===== config.mk =====
export PLATFORM = sky130hd
export DESIGN_NAME = multicycle_controller
export DESIGN_NICKNAME = d
export VERILOG_FILES = /design/src/rtl/mips_ctrl_pkg.sv /design/src/rtl/mc_aludec.sv /design/src/rtl/multicycle_controller.sv
export SDC_FILE = /design/constraint.sdc
export NUM_CORES = 1
export LEC_CHECK = 0
export CELL_PAD_IN_SITES_DETAIL_PLACEMENT = 2
export CELL_PAD_IN_SITES_GLOBAL_PLACEMENT = 2
export CORE_MARGIN = 2
export CORE_UTILIZATION = 19
export CTS_CLUSTER_DIAMETER = 120
export DETAILED_ROUTE_END_ITERATION = 10
export GPL_ROUTABILITY_DRIVEN = 0
export PLACE_DENSITY_LB_ADDON = 0.3
export SLEW_MARGIN = 25
export SYNTH_ARGS = -nofsm -noshare
export SYNTH_HDL_FRONTEND = slang
export SYNTH_SLANG_ARGS = --single-unit
export TNS_END_PERCENT = 100

===== constraint.sdc =====
create_clock -name clk -period 2.64 [get_ports clk]
set_clock_uncertainty 0.1 [all_clocks]
set_input_delay 0.528 -clock clk [delete_from_list [all_inputs] [get_ports clk]]
set_output_delay 0.528 -clock clk [all_outputs]
set_load 0.005 [all_outputs]

===== src/rtl/mips_ctrl_pkg.sv =====
// Shared types and encodings for the multicycle MIPS control unit.
// Optional feature macro: MULTICYCLE_CTRL_BNE_EN (adds the BNEEX state).
package mips_ctrl_pkg;

    localparam int CTRL_STATE_W = 4;

    typedef enum logic [CTRL_STATE_W-1:0] {
        S_FETCH   = 4'd0,
        S_DECODE  = 4'd1,
        S_MEMADR  = 4'd2,
        S_MEMRD   = 4'd3,
        S_MEMWB   = 4'd4,
        S_MEMWR   = 4'd5,
        S_RTYPEEX = 4'd6,
        S_RTYPEWB = 4'd7,
        S_BEQEX   = 4'd8,
        S_ADDIEX  = 4'd9,
        S_ADDIWB  = 4'd10,
`ifdef MULTICYCLE_CTRL_BNE_EN
        S_JEX     = 4'd11,
        S_BNEEX   = 4'd12
`else
        S_JEX     = 4'd11
`endif
    } state_t;

    localparam logic [5:0] OP_RTYPE = 6'b000000;
    localparam logic [5:0] OP_LW    = 6'b100011;
    localparam logic [5:0] OP_SW    = 6'b101011;
    localparam logic [5:0] OP_BEQ   = 6'b000100;
    localparam logic [5:0] OP_ADDI  = 6'b001000;
    localparam logic [5:0] OP_J     = 6'b000010;
    localparam logic [5:0] OP_BNE   = 6'b000101;

    localparam logic [5:0] F_ADD = 6'b100000;
    localparam logic [5:0] F_SUB = 6'b100010;
    localparam logic [5:0] F_AND = 6'b100100;
    localparam logic [5:0] F_OR  = 6'b100101;
    localparam logic [5:0] F_SLT = 6'b101010;

    localparam logic [2:0] ALU_ADD = 3'b010;
    localparam logic [2:0] ALU_SUB = 3'b110;
    localparam logic [2:0] ALU_AND = 3'b000;
    localparam logic [2:0] ALU_OR  = 3'b001;
    localparam logic [2:0] ALU_SLT = 3'b111;

    localparam logic [1:0] ALUOP_ADD   = 2'b00;
    localparam logic [1:0] ALUOP_SUB   = 2'b01;
    localparam logic [1:0] ALUOP_FUNCT = 2'b10;

endpackage


===== src/rtl/mc_aludec.sv =====
// ALU decoder: maps aluop and funct to the ALU operation code.
// Unknown funct falls back to add so the write-back still happens.
module mc_aludec
    import mips_ctrl_pkg::*;
(
    input  logic [1:0] aluop_i,
    input  logic [5:0] funct_i,
    output logic [2:0] alucontrol_o
);

    // Decode ALU operation; add is the default for every unlisted code
    always_comb begin
        alucontrol_o = ALU_ADD;
        case (aluop_i)
            ALUOP_SUB: alucontrol_o = ALU_SUB;
            ALUOP_FUNCT: begin
                case (funct_i)
                    F_ADD:   alucontrol_o = ALU_ADD;
                    F_SUB:   alucontrol_o = ALU_SUB;
                    F_AND:   alucontrol_o = ALU_AND;
                    F_OR:    alucontrol_o = ALU_OR;
                    F_SLT:   alucontrol_o = ALU_SLT;
                    default: alucontrol_o = ALU_ADD;
                endcase
            end
            default: alucontrol_o = ALU_ADD;
        endcase
    end

endmodule


===== src/rtl/multicycle_controller.sv =====
// Moore control FSM sequencing the multicycle MIPS datapath.
// Optional feature macro: MULTICYCLE_CTRL_BNE_EN (bne support).
module multicycle_controller
    import mips_ctrl_pkg::*;
#(
    parameter int STATE_W = 4
) (
    input  logic       clk,
    input  logic       reset,
    input  logic [5:0] op,
    input  logic [5:0] funct,
    input  logic       zero,
    output logic       pcen,
    output logic       memwrite,
    output logic       irwrite,
    output logic       regwrite,
    output logic       iord,
    output logic       memtoreg,
    output logic       regdst,
    output logic       alusrcA,
    output logic [1:0] alusrcB,
    output logic [1:0] pcsrc,
    output logic [2:0] alucontrol
);

    logic [STATE_W-1:0] state_q;
    logic [STATE_W-1:0] state_d;
    state_t             cur;
    logic               pcwrite;
    logic               branch;
    logic [1:0]         aluop;
`ifdef MULTICYCLE_CTRL_BNE_EN
    logic               branch_ne;
`endif

    // State register with synchronous reset to FETCH
    always_ff @(posedge clk) begin
        if (reset) begin
            state_q <= STATE_W'(S_FETCH);
        end else begin
            state_q <= state_d;
        end
    end

    // Next-state and output decode; reset shows FETCH with writes masked
    always_comb begin
        state_d  = STATE_W'(S_FETCH);
        pcwrite  = 1'b0;
        branch   = 1'b0;
`ifdef MULTICYCLE_CTRL_BNE_EN
        branch_ne = 1'b0;
`endif
        aluop    = ALUOP_ADD;
        memwrite = 1'b0;
        irwrite  = 1'b0;
        regwrite = 1'b0;
        iord     = 1'b0;
        memtoreg = 1'b0;
        regdst   = 1'b0;
        alusrcA  = 1'b0;
        alusrcB  = 2'b00;
        pcsrc    = 2'b00;
        cur      = reset ? S_FETCH : state_t'(state_q);
        case (cur)
            S_FETCH: begin
                irwrite = 1'b1;
                alusrcB = 2'b01;
                pcwrite = 1'b1;
                state_d = STATE_W'(S_DECODE);
            end
            S_DECODE: begin
                alusrcB = 2'b11;
                case (op)
                    OP_LW,
                    OP_SW:    state_d = STATE_W'(S_MEMADR);
                    OP_RTYPE: state_d = STATE_W'(S_RTYPEEX);
                    OP_BEQ:   state_d = STATE_W'(S_BEQEX);
                    OP_ADDI:  state_d = STATE_W'(S_ADDIEX);
                    OP_J:     state_d = STATE_W'(S_JEX);
`ifdef MULTICYCLE_CTRL_BNE_EN
                    OP_BNE:   state_d = STATE_W'(S_BNEEX);
`endif
                    default:  state_d = STATE_W'(S_FETCH);
                endcase
            end
            S_MEMADR: begin
                alusrcA = 1'b1;
                alusrcB = 2'b10;
                state_d = (op == OP_SW) ? STATE_W'(S_MEMWR)
                                        : STATE_W'(S_MEMRD);
            end
            S_MEMRD: begin
                iord    = 1'b1;
                state_d = STATE_W'(S_MEMWB);
            end
            S_MEMWB: begin
                memtoreg = 1'b1;
                regwrite = 1'b1;
            end
            S_MEMWR: begin
                iord     = 1'b1;
                memwrite = 1'b1;
            end
            S_RTYPEEX: begin
                alusrcA = 1'b1;
                aluop   = ALUOP_FUNCT;
                state_d = STATE_W'(S_RTYPEWB);
            end
            S_RTYPEWB: begin
                regdst   = 1'b1;
                regwrite = 1'b1;
            end
            S_BEQEX: begin
                alusrcA = 1'b1;
                aluop   = ALUOP_SUB;
                pcsrc   = 2'b01;
                branch  = 1'b1;
            end
`ifdef MULTICYCLE_CTRL_BNE_EN
            S_BNEEX: begin
                alusrcA   = 1'b1;
                aluop     = ALUOP_SUB;
                pcsrc     = 2'b01;
                branch_ne = 1'b1;
            end
`endif
            S_ADDIEX: begin
                alusrcA = 1'b1;
                alusrcB = 2'b10;
                state_d = STATE_W'(S_ADDIWB);
            end
            S_ADDIWB: begin
                regwrite = 1'b1;
            end
            S_JEX: begin
                pcsrc   = 2'b10;
                pcwrite = 1'b1;
            end
            default: state_d = STATE_W'(S_FETCH);
        endcase
`ifdef MULTICYCLE_CTRL_BNE_EN
        pcen = pcwrite | (branch & zero) | (branch_ne & ~zero);
`else
        pcen = pcwrite | (branch & zero);
`endif
        if (reset) begin
            pcen     = 1'b0;
            memwrite = 1'b0;
            irwrite  = 1'b0;
            regwrite = 1'b0;
        end
    end

    mc_aludec u_aludec (
        .aluop_i      (aluop),
        .funct_i      (funct),
        .alucontrol_o (alucontrol)
    );

endmodule


==> metrics.csv, run 1 <==
stage,metric,value,unit
die,Die Span Y,58.6,um
yosys,"Async S/R FF share, synth",0,%
power_and_ir_drop,Switching Share,27.6,%
final_layout,synthesis-to-layout area growth,83.9,%
final_layout,ant diodes,0,
run,max cap viols,0,
power_and_ir_drop,Pwr Density,215,nW/um^2
global_routing,GRT busiest layer,met2,
cts,H-tree Lvls,1,
die,Row Count,19,
die,die width,58.6,um
timing,RSZ-0062 raised after global routing,false,
timing,Worst-Margin Slew,0.420,ns
die,die area,3440,um^2
global_routing,met2 Usage GRT,26.3,%
final_layout,Final nets,143,
routing,Via-to-Cell Ratio,5.04,
power_and_ir_drop,Sw Pwr,0.0618,mW
placed_design,Port Buffers,29,
timing,min cycle time layout,2.51,ns
yosys,Most used DFF post-synth,dfxtp_1,
critical_path,startpoint types,register,
yosys,Avg Synthesized Cell Area,6.83,um^2
cts,clock sinks,4,
placed_design,post-placement cell area,960,um^2
cts,CTS buffer count,3,
power_and_ir_drop,Static Leak,0.435,nW
global_routing,vias in the first global route,801,
power_and_ir_drop,Flop pwr share,29.2,%
global_routing,initial antenna violation count,0,
cts,clock-pin slew on the worst setup and hold paths,0.04,ns
routing,DRC viols,3,
routing,first drt pass iteration count,7,
power_and_ir_drop,Comb power frac,37.8,%
final_layout,fin util,37.2,%
critical_path,crit end category,output pin,
yosys,Synth warnings,0,
power_and_ir_drop,clock group share of total power,32.9,%
yosys,Syn Inst Count,83,
yosys,Post-Syn Area,567,um^2
critical_path,"Data arrival, critical path",1.88,ns
status,failing checks,DRC,
final_layout,biggest regs,state_q x4,
cts,clock latency at the later pin of the worst-skew pair,0.23,ns
placed_design,hpwl dp,1790,um
global_routing,GRT Total Usage,14.6,%
die,Initial Utilization,20.2,%
global_routing,largest net degree at the start of global routing,14,
timing,fraction of the cycle the final worst path needs,95.0,%
critical_path,Crit Path Category,register to output pin,
final_layout,share of layout cells above drive strength 1,23.4,%
cts,clk buf depth,2,
yosys,post-synth cell types,33,
status,status,"finished, violations left",
final_layout,Final Instance Area,1040,um^2
routing,DRT antenna net count,0,
routing,wire per inst,15.1,um
critical_path,crit path max fanout,13,
global_routing,GR Util met1,16.6,%
timing,slew margin rel.,71.6,%
global_routing,GRT overflow,0,
routing,Via Count,781,
timing,maximum clock frequency,399,MHz
routing,DRT iter0 DRCs,14,
worst_hold_path,HP Class,register to register,
global_routing,first-pass GRT wire length,3780,um
yosys,Synth Register Bits,4,
cts,CTS Hold Buffers Added,0,
timing,Final setup viols,0,
yosys,number of synthesized flops with an enable pin,0,
timing,count of final hold-check violations,0,
cts,CTS tree,built,
final_layout,largest register by flop count,state_q,
cts,Root Driver,clkbuf_4,
timing,Slew Limit Fails,0,
power_and_ir_drop,maximum vdd drop,0.000112,V
die,IO Pins,30,
power_and_ir_drop,P_int,0.162,mW
yosys,"Net Count, Synth",100,
routing,Routed WL,2340,um
final_layout,Largest register FFs,4,
global_routing,M3 GR Usage,3.08,%
die,core area,2810,um^2
critical_path,Worst EP required,2.01,ns
yosys,post-synthesis sequential area ratio,14.1,%
## critical path, stage by stage (launching register included)
cell	delay (ns)
dfxtp_1	0.37
buf_4	0.22
nand2b_1	0.22
nand4_1	0.15
a21oi_1	0.17
clkdlybuf4s50_1	0.52
## cell usage after synthesis, types with 2 or more instances
library cell   n  area share, %
a21oi_1        3            2.6
nand4b_1       2            3.1
and3_1         2            2.2
nand3_1        7            6.2
nand2b_1       2            2.2
nor2_1        10            6.6
o211ai_1       4            5.3
dfxtp_1        4             14
nor3_1         6            5.3
nor4bb_1       3            5.3
nand2_1        3            2.0
xor2_1         4            6.2
nor2b_1        2            2.2
inv_1          5            3.3
ha_1           2            4.4
nor3b_1        2            2.6
o21ai_0        4            3.5
buf_2          3            2.6
## path summary, 6_finish.rpt
path,startpoint,end,slack [ns],depth (start not counted)
min,state_q[0],state_q[0],0.56,2
min reg2reg,state_q[0],state_q[0],0.56,2
max reg2reg,state_q[0],state_q[2],1.26,4
max,state_q[1],regwrite,0.13,5
## area by class of cell
| type | count | area, um^2 |
|---|---|---|
| Inverter | 5 | 18.8 |
| Tap cell | 31 | 38.8 |
| Timing Repair Buffer | 43 | 400 |
| Clock buffer | 3 | 22.5 |
| Multi-Input combinational cell | 69 | 482 |
| Sequential cell | 4 | 80.1 |
| Fill cell | 338 | 1760 |
## power groups by stage
stage	clock, mW	combinational [mW]	sequential (mW)
2_1_floorplan	0	0.0308	0.0651
3_3_place_gp	0	0.0780	0.0655
3_5_place_dp	0	0.0803	0.0656
4_1_cts	0.0796	0.0841	0.0649
5_1_grt	0.0881	0.0938	0.0654
6_report	0.0736	0.0846	0.0653
## routing by layer
metal  part of all wire, %  wire length, um
met5                     0                0
met3                   4.9              114
met4                  0.51               12
met1                    42              980
met2                    53             1230
## layout by cell type (no fill, tap or decap), types with 2 or more instances in the layout
cell	instances
nand3_2	2
and3_1	2
dfxtp_1	4
nand2_1	3
nand2b_1	2
o211ai_1	4
nor4bb_1	3
a21oi_1	3
buf_4	14
nor3_1	6
nand4b_1	2
nor3b_1	2
nor2_1	8
inv_1	4
nor2_4	2
dlygate4sd2_1	3
xor2_1	4
clkdlybuf4s50_1	22
nand3_1	5
clkbuf_4	3
o21ai_0	4
dlymetal6s2s_1	3
## timing repair
item                                    CTS  global route
resized for setup                        12             6
pin swaps                                 3             1
endpoints found under the setup margin    7             3
setup buffers                             2             0
## cell families (layout without fill, tap and decap cells)
logic type / count (synthesis) / after routing / share of synthesized area (%)
flops: 4 / 4 / 14.1
fa+ha+maj: 2 / 2 / 4.41
simple gates: 46 / 46 / 46.8
xor+xnor: 4 / 4 / 6.18
buf+inv: 10 / 51 / 7.95
compound gates: 17 / 17 / 20.5
## stage by stage
step                      instances  setup TNS [ns]  setup WS (ns)  hold slack, ns  power [mW]
after floorplan                  83               0          0.340           0.461      0.0959
after global placement          150           -1.26         -0.454           0.514       0.143
after detailed placement        150           -1.52         -0.517           0.526       0.146
after CTS                       155               0        0.00513           0.539       0.229
after global routing            155               0         0.0167           0.592       0.247
final                           155               0          0.133           0.556       0.224
Note: power is estimated with default switching activity, not from simulation.
==> inputs of run 2 (changes only) <==
Settings changed: PLACE_DENSITY from default to 0.82, PLACE_DENSITY_LB_ADDON 0.3 to default, SETUP_SLACK_MARGIN from default to 0.2.
==> run 2 against run 1 <==
The flow still finishes with violations (DRC); clock-buffer cell count unchanged; first-iteration DRC count decreased by 43%; via count increased by 1.3%; register-to-register slack got worse by 0.03 ns; fmax increased by 5.8%; sequential cell count unchanged.
==> metrics.csv, run 2 (synthesis results as in run 1) <==
stage,metric,value,unit,change
status,status,"finished, violations left",,
status,failing checks,DRC,,
die,Row Count,19,,unchanged
global_routing,largest net degree at the start of global routing,13,,-1
power_and_ir_drop,Static Leak,0.423,nW,-2.7%
global_routing,initial antenna violation count,0,,unchanged
timing,maximum clock frequency,422,MHz,+5.8%
power_and_ir_drop,clock group share of total power,34.2,%,+1.3 points
routing,DRC viols,3,,unchanged
placed_design,hpwl dp,1960,um,+9.4%
timing,Final setup viols,0,,unchanged
global_routing,GRT Total Usage,15.8,%,+1.2 points
final_layout,biggest regs,state_q x4,,
critical_path,"Data arrival, critical path",1.74,ns,-0.14 ns
die,die area,3440,um^2,unchanged
routing,wire per inst,16.1,um,+6.5%
final_layout,Final nets,141,,-1.4%
timing,Slew Limit Fails,0,,unchanged
final_layout,Non-Filler Instances,153,,-1.3%
critical_path,"slowest stage delay, CP",0.46,ns,-0.06 ns
power_and_ir_drop,maximum vdd drop,0.000104,V,-6.7%
timing,Worst-Margin Slew,0.429,ns,+0.00884 ns
cts,clk buf depth,2,,unchanged
cts,clock sinks,4,,unchanged
critical_path,WP buf/inv,2,,unchanged
cts,clock latency at the later pin of the worst-skew pair,0.25,ns,+0.02 ns
die,Initial Utilization,20.2,%,unchanged
final_layout,largest register by flop count,state_q,,
critical_path,Crit Path Category,primary input to output pin,,
routing,DRT iter0 DRCs,8,,-6
global_routing,vias in the first global route,876,,+9.4%
die,die width,58.6,um,unchanged
routing,M1 wire length,972,um,-0.82%
power_and_ir_drop,Sw Pwr,0.0711,mW,+15%
routing,Via-to-Cell Ratio,5.17,,+2.6%
timing,setup TNS,0,ns,unchanged
cts,CTS buffer count,3,,unchanged
timing,RSZ-0062 raised after global routing,true,,
final_layout,synthesis-to-layout area growth,85.7,%,
timing,min cycle time layout,2.37,ns,-0.137 ns
placed_design,post-placement cell area,952,um^2,-0.78%
placed_design,Port Buffers,29,,unchanged
critical_path,crit end category,output pin,,
critical_path,startpoint types,primary input,,
routing,metal3 WL,121,um,+6.1%
global_routing,first-pass GRT wire length,3970,um,+5.1%
power_and_ir_drop,Pwr Density,223,nW/um^2,+3.9%
cts,CTS tree,built,,
routing,highest routing layer actually used,met4,,
cts,H-tree Lvls,1,,unchanged
final_layout,Final Instance Area,1050,um^2,+0.96%
cts,Root Driver,clkbuf_4,,
die,IO Pins,30,,unchanged
final_layout,Largest register FFs,4,,unchanged
die,Die Span Y,58.6,um,unchanged
critical_path,Worst EP required,2.01,ns,about the same
timing,worst hold slack,0.407,ns,-0.149 ns
routing,Routed WL,2460,um,+5.1%
placed_design,DP Cell Count,149,,-0.67%
global_routing,GRT overflow,0,,unchanged
power_and_ir_drop,Flop pwr share,28.3,%,-0.9 points
final_layout,"commonest non-fill, non-tap cells in the layout","clkdlybuf4s50_1 (22), buf_4 (10), nor2_1 (8)",,
final_layout,share of layout cells above drive strength 1,31.1,%,+7.8 points
run,max cap viols,0,,unchanged
power_and_ir_drop,P_int,0.163,mW,+1.0%
routing,DRT antenna net count,0,,unchanged
final_layout,"commonest non-fill, non-tap cell in the layout",clkdlybuf4s50_1,,
cts,clock-pin slew on the worst setup and hold paths,0.04,ns,about the same
timing,count of final hold-check violations,0,,unchanged
critical_path,CP max stage cell,clkdlybuf4s50_1,,
critical_path,Top delay family on crit path,buffers and inverters,,
timing,fraction of the cycle the final worst path needs,89.8,%,-5.2 points
routing,first drt pass iteration count,7,,unchanged
timing,slew margin rel.,71.0,%,-0.60 points
power_and_ir_drop,Switching Share,30.3,%,+2.7 points
die,core area,2810,um^2,unchanged
routing,Via Count,791,,+1.3%
critical_path,crit path max fanout,2,,-11
critical_path,"critical path, cell by cell",clkdlybuf4s50_1 > nor2b_4 > nand3_1 > a211o_1 > clkdlybuf4s15_1,,
power_and_ir_drop,Comb power frac,37.5,%,-0.3 points
final_layout,ant diodes,0,,unchanged
worst_hold_path,HP Class,register to register,,
power_and_ir_drop,Overall Power,0.235,mW,+4.9%
routing,met2 WL,1320,um,+7.0%
run 2: cell count changes in the layout (fill, tap and decap cells not counted), sizes merged:
| cell | before | now |
|---|---|---|
| dlymetal6s2s | 3 | 2 |
| clkbuf | 3 | 4 |
| dlygate4sd2 | 3 | 1 |
run 2: layout make-up:
class | count | area, um^2
sequential | 4 | 83.8
inverter | 5 | 18.8
multi-input combinational | 69 | 512
fill | 323 | 1750
timing repair buffer | 41 | 377
tap | 31 | 38.8
clock buffer | 3 | 22.5
run 2: power groups by stage:
stage | clock network, mW | registers (mW) | logic, mW
floorplan | 0 | 0.0651 | 0.0308
global placement | 0 | 0.0657 | 0.0759
detailed placement | 0 | 0.0657 | 0.0799
CTS | 0.0838 | 0.0654 | 0.0866
global route | 0.0874 | 0.0665 | 0.0950
finish | 0.0803 | 0.0663 | 0.0879
run 2: through the flow:
stage / util (%) / setup WS [ns]
global route: 37.5 / 0.196
detailed placement: 33.9 / -0.474
finish: 37.5 / 0.270
floorplan: - / 0.340
global placement: 33.9 / -0.405
CTS: 36.6 / 0.162
run 2: final timing paths:
check | startpoint | endpoint | slack, ns | cells past startpoint
max reg2reg | state_q[3] | state_q[1] | 1.23 | 4
min reg2reg | state_q[0] | state_q[0] | 0.41 | 1
max | funct[5] | alucontrol[1] | 0.27 | 5
min | state_q[0] | state_q[0] | 0.41 | 1
run 2: layer usage:
| metal | GRT usage [%] | vias to the layer above |
|---|---|---|
| met4 | 8.77 | 0 |
| met3 | 2.86 | 4 |
| met2 | 29.1 | 26 |
| met5 | 0 | - |
| met1 | 16.8 | 380 |
| li1 | - | 381 |
run 2: what timing repair did:
item,CTS,global route
pin swaps,4,1
gates resized for setup,24,14
setup buffers,1,0
hold buffers,0,0
setup endpoints to repair,14,8
